File: src/rtl/clkdiv_pkg.sv
// Shared constants and helpers for the programmable clock divider.
package clkdiv_pkg;

  // Default width of the divisor and the period counter.
  localparam int CNT_W_DEF = 8;

  // Smallest divisor that produces a real divided clock.
  localparam int DIV_MIN = 2;

  // Number of whole clkin cycles that pos_hi is high in one period.
  function automatic logic [31:0] half_of(input logic [31:0] n);
    return n >> 1;
  endfunction

  // Odd divisors need the extra half cycle from the negedge stage.
  function automatic logic is_odd(input logic [31:0] n);
    return n[0];
  endfunction

endpackage

File: src/rtl/clkdiv_neg_stage.sv
// Negedge half-cycle extension and odd/even output select.
// This is the only logic clocked on the falling edge of clkin.
module clkdiv_neg_stage (
  input  logic clkin,
  input  logic i_pos_hi,
  input  logic i_odd,
  output logic o_clkout
);

  logic r_neg_q;

  // Delay pos_hi by half a cycle; held at 0 for even divisors.
  always_ff @(negedge clkin) begin
    r_neg_q <= i_odd & i_pos_hi;
  end

  // Odd divisors stretch the high phase by the delayed copy.
  always_comb begin
    o_clkout = i_pos_hi;
    if (i_odd) begin
      o_clkout = i_pos_hi | r_neg_q;
    end
  end

endmodule

File: src/rtl/clock_divider_prog.sv
// Runtime-programmable 50%-duty integer clock divider.
// A new divisor is held pending and only takes effect at a period
// boundary, so the running period always completes untouched.
// Stopping and starting also happen only at period boundaries.
module clock_divider_prog
  import clkdiv_pkg::*;
#(
  parameter int CNT_W       = CNT_W_DEF,
  parameter int DEFAULT_DIV = 3
) (
  input  logic             clkin,
  input  logic             reset,
  input  logic             i_enable,
  input  logic             i_load,
  input  logic [CNT_W-1:0] i_div_value,
  input  logic             i_err_clr,
  output logic             o_clkout,
  output logic [CNT_W-1:0] o_div_active,
  output logic             o_busy,
  output logic             o_err
);

  localparam logic [CNT_W-1:0] DEF_DIV = CNT_W'(DEFAULT_DIV);
  localparam logic [CNT_W-1:0] DEF_CNT = CNT_W'(DEFAULT_DIV - 1);
  localparam logic [CNT_W-1:0] MIN_DIV = CNT_W'(DIV_MIN);
  localparam logic [CNT_W-1:0] ONE     = CNT_W'(1);

  logic [CNT_W-1:0] r_cnt;
  logic [CNT_W-1:0] r_div_active;
  logic [CNT_W-1:0] r_pending;
  logic             r_busy;
  logic             r_err;
  logic             r_pos_hi;

  logic             w_at_end;
  logic             w_boundary;
  logic             w_apply;
  logic [CNT_W-1:0] w_n_next;
  logic [CNT_W-1:0] w_h_next;
  logic [CNT_W-1:0] w_cnt_next;
  logic             w_pos_hi_next;
  logic             w_load_ok;
  logic             w_load_bad;
  logic             w_odd;

  // Period boundary detection, divisor switch-over and next counter value.
  always_comb begin
    w_at_end      = (r_cnt == (r_div_active - ONE));
    w_boundary    = w_at_end & i_enable;
    w_apply       = w_boundary & r_busy;
    w_n_next      = w_apply ? r_pending : r_div_active;
    w_h_next      = CNT_W'(half_of(32'(w_n_next)));
    w_cnt_next    = r_cnt + ONE;
    if (w_boundary) begin
      w_cnt_next = '0;
    end else if (w_at_end) begin
      // Stopped: park at the end of the period.
      w_cnt_next = r_cnt;
    end
    w_pos_hi_next = (w_cnt_next < w_h_next);
    if (w_at_end && !i_enable) begin
      w_pos_hi_next = 1'b0;
    end
    w_load_ok     = i_load & (i_div_value >= MIN_DIV);
    w_load_bad    = i_load & (i_div_value <  MIN_DIV);
  end

  // Period counter, active divisor and the posedge half of the output.
  always_ff @(posedge clkin) begin
    if (reset) begin
      r_cnt        <= DEF_CNT;
      r_div_active <= DEF_DIV;
      r_pos_hi     <= 1'b0;
    end else begin
      r_cnt        <= w_cnt_next;
      r_div_active <= w_n_next;
      r_pos_hi     <= w_pos_hi_next;
    end
  end

  // Pending divisor, busy flag and sticky error flag.
  always_ff @(posedge clkin) begin
    if (reset) begin
      r_pending <= DEF_DIV;
      r_busy    <= 1'b0;
      r_err     <= 1'b0;
    end else begin
      // A load on the applying edge re-arms busy for the next boundary.
      if (w_load_ok) begin
        r_pending <= i_div_value;
        r_busy    <= 1'b1;
      end else if (w_apply) begin
        r_busy    <= 1'b0;
      end
      // Setting wins over clearing on the same edge.
      if (w_load_bad) begin
        r_err <= 1'b1;
      end else if (i_err_clr) begin
        r_err <= 1'b0;
      end
    end
  end

  assign w_odd = is_odd(32'(r_div_active));

  clkdiv_neg_stage u_neg_stage (
    .clkin    (clkin),
    .i_pos_hi (r_pos_hi),
    .i_odd    (w_odd),
    .o_clkout (o_clkout)
  );

  assign o_div_active = r_div_active;
  assign o_busy       = r_busy;
  assign o_err        = r_err;

endmodule

File: config.mk
export PLATFORM = sky130hd
export DESIGN_NAME = clock_divider_prog
export DESIGN_NICKNAME = d
export VERILOG_FILES = /design/src/rtl/clkdiv_pkg.sv /design/src/rtl/clkdiv_neg_stage.sv /design/src/rtl/clock_divider_prog.sv
export SDC_FILE = /design/constraint.sdc
export NUM_CORES = 1
export LEC_CHECK = 0
export ABC_AREA = 1
export CORE_MARGIN = 5
export CORE_UTILIZATION = 50
export DETAILED_ROUTE_END_ITERATION = 10
export GPL_ROUTABILITY_DRIVEN = 0
export GPL_TIMING_DRIVEN = 0
export PLACE_DENSITY_LB_ADDON = 0.25
export SLEW_MARGIN = 0
export SYNTH_ARGS = -nofsm -noshare
export SYNTH_HDL_FRONTEND = slang
export SYNTH_SLANG_ARGS = --single-unit
File: constraint.sdc
create_clock -name clkin -period 3.2 [get_ports clkin]
set_input_delay 0.64 -clock clkin [delete_from_list [all_inputs] [get_ports clkin]]
set_output_delay 0.64 -clock clkin [all_outputs]
set_load 0.02 [all_outputs]
==> reports/results.ini <==
[min_path]
min_path_type = flip-flop to flip-flop
hold_path_startpoint = r_pending[5]$_SDFFE_PP0P_

[yosys]
yosys_most_used_dff = dfxtp_1
synthMostInstantiatedCell = nand2_1
synth_area_leaders = dfxtp_1 32%, nand2_1 12%, nor2_1 8.4%
synth_top_cell_area_share_pct = 31.5
synth_mux_area_share_pct = 0.563
async_flop_share_pct = 0
synthAdderAreaFrac_pct = 5.63
synth_xor_area_share_pct = 4.36
synth_fp_nets = 280
synth_top_family_by_area = simple AND/OR/NAND/NOR gates
synth_compound_gate_area_share_pct = 8.37
syn_inst = 259
ys_types = 34
yosys.area_share.simple_pct = 41.5
syn_area_per_cell_um2 = 6.86
ys_seq_area_share_pct = 31.5
synthTopCellsByCount = 57 x nand2_1, 40 x nor2_1, 29 x inv_1
synth-edff-count = 0
ys_ff_latch = 28
yosysTopAreaCell = dfxtp_1
yosys_warnings = 0
syn_area_um2 = 1780

[sta]
rsz0062_at_grt = yes
max_slew_margin_pct = 68.4
setup_violations = 0
whs_ps = 466
finalMaxSlewViolations = 0
setup_tns_ps = 0
fin_skew_ps = 55.7
setup_ws_ps = 16.5
tightest_slew_ps = 473
timing.final.hold_violations = 0

[setup_path]
critPathCaptureType = output pin
critPathTopFamily = flip-flops
slowest_delay_ps = 290
cpMaxStageDelayCell = dfxtp_1
start_kind = flip-flop
reg2reg_slack_ps = 260
cp_max_fo = 1
cp.required_ps = 2560
reg2reg_from = o_div_active[0]$_SDFFE_PP1N_
critical_path_class = flip-flop to output pin
critPathLaunch = u_neg_stage.r_neg_q$_DFF_N_
path_buf_inv = 1
crit_chain = a21o_1, buf_6
arrival_ps = 2540

[clocking]
path_clk_slew_ps = 140
clk_latency_ps = 380
ctsRootBufferMaster = clkbuf_4
htreeDepth = 1
cts_buffers = 3
hold_buffers = 0
clockBufferDepth = 2
cts_sinks = 28
cts_tree = done
cts_setup_buffers = 0

[run]
drv_cap = 0

[global_route]
grt_pass1_wl_um = 6640
grt_max_degree = 16
antenna_found_initial = 0
grt_pass1_vias = 1490
grtUsageTotal_pct = 16.5
grt_overflow = 0

[floorplanning]
rows = 21
die_h_um = 69.6
core_um2 = 3390
dieArea_um2 = 4850
initial_core_util_pct = 52.5
die_w_um = 69.6
ioPinCount = 24

[placed_design]
place_area_um2 = 2060
dp_slack_ps = -19.4
port_buffers = 22
dp_hpwl_um = 3200

[route]
vias = 1653
drt_iter0_drc = 85
dr.pass1.iters = 4
ant_nets = 0
wl_um = 3920
via_per_inst = 4.99
wl_per_cell_um = 11.8
drcViolationCount = 0

[final_layout]
fill_cells = 328
utilization_pct = 62.0
design_area_um2 = 2100
antenna_cells = 0
areaGrowthSynthToFinish_pct = 18.2
layout.nets = 307
layout-drive-gt1-share_pct = 14.0

[outcome]
status = finished, final reports clean

[power_and_ir_drop]
powerDensity_nw_per_um2 = 682
ir_worst_vdd_mv = 0.339
power_leakage_nw = 1.02

-- placed cells by master (no fill, tap or decap), drive strengths merged, types with 2 or more instances in the layout --
| cell | count |
|---|---|
| o211ai | 3 |
| a21oi | 9 |
| nand2 | 64 |
| o21ai | 14 |
| ha | 8 |
| xnor2 | 5 |
| dfxtp | 28 |
| inv | 33 |
| nor2 | 50 |
| clkbuf | 5 |
| nor3 | 5 |
| nand4 | 4 |
| buf | 2 |
| clkinv | 2 |
| nor4 | 2 |
| xor2 | 3 |
| clkdlybuf4s50 | 21 |
| nand3 | 22 |
-- timing repair --
action	4_1_cts	5_1_grt
pin swaps	1	3
gates resized for setup	6	7
endpoints found under the setup margin	1	2
-- layer usage --
metal / vias to the layer above / global-route usage [%] / share of wire (%)
li1: 884 / - / -
met1: 728 / 20.8 / 47
met2: 35 / 28.8 / 48
met3: 6 / 1.74 / 3.7
met4: 0 / 6.17 / 1.4
met5: - / 0 / 0
-- final timing paths --
path / to / depth (start not counted)
max: o_clkout / 2
min: r_pending[5]$_SDFFE_PP0P_ / 2
max reg2reg: r_pos_hi$_SDFF_PP0_ / 17
min reg2reg: r_pending[5]$_SDFFE_PP0P_ / 2
-- where the power goes --
part | internal, mW | switching, mW | total [mW] | leakage (nW)
sequential | 0.400 | 0.0572 | 0.457 | 0.229
combinational | 0.325 | 0.502 | 0.828 | 0.768
clock | 0.0473 | 0.101 | 0.149 | 0.0207
-- worst register-to-register path: cells and delay by family (launching register included) --
kind / cells / cell delay [ps]
AND/OR/NAND/NOR: 9 / 1120
AO/OA/AOI/OAI: 4 / 660
adder cells (fa/ha/maj): 2 / 560
flip-flops: 1 / 400
buffers and inverters: 2 / 150
-- registers in the layout, indices dropped and copies added, names as in the netlist --
name / flops
r_pending: 8
u_neg_stage.r_neg_q: 1
r_cnt: 8
r_pos_hi: 1
o_div_active: 8
o_err: 1
o_busy: 1
-- through the flow --
stage,power (mW),instances
after floorplan,1.09,259
after global placement,1.26,327
after detailed placement,1.28,327
after CTS,1.43,331
after global routing,1.56,331
final,1.43,331
-- logic make-up (layout without fill, tap and decap cells) --
group,Yosys count,in the layout
AO/OA/AOI/OAI,27,27
adder cells (fa/ha/maj),8,8
AND/OR/NAND/NOR,150,150
XOR/XNOR,8,8
buffers and inverters,37,63
flip-flops,28,28
multiplexers,1,1
-- layout make-up --
class | count | area [µm²] | share of cell area (%)
Sequential cell | 28 | 566 | 26.9
Inverter | 33 | 124 | 5.90
Clock inverter | 2 | 7.51 | 0.357
Multi-Input combinational cell | 194 | 1090 | 51.8
Buffer | 3 | 15.0 | 0.715
Timing Repair Buffer | 22 | 221 | 10.5
Tap cell | 46 | 57.6 | 2.74
Clock buffer | 3 | 22.5 | 1.07
Note: power is estimated with default switching activity, not from simulation.
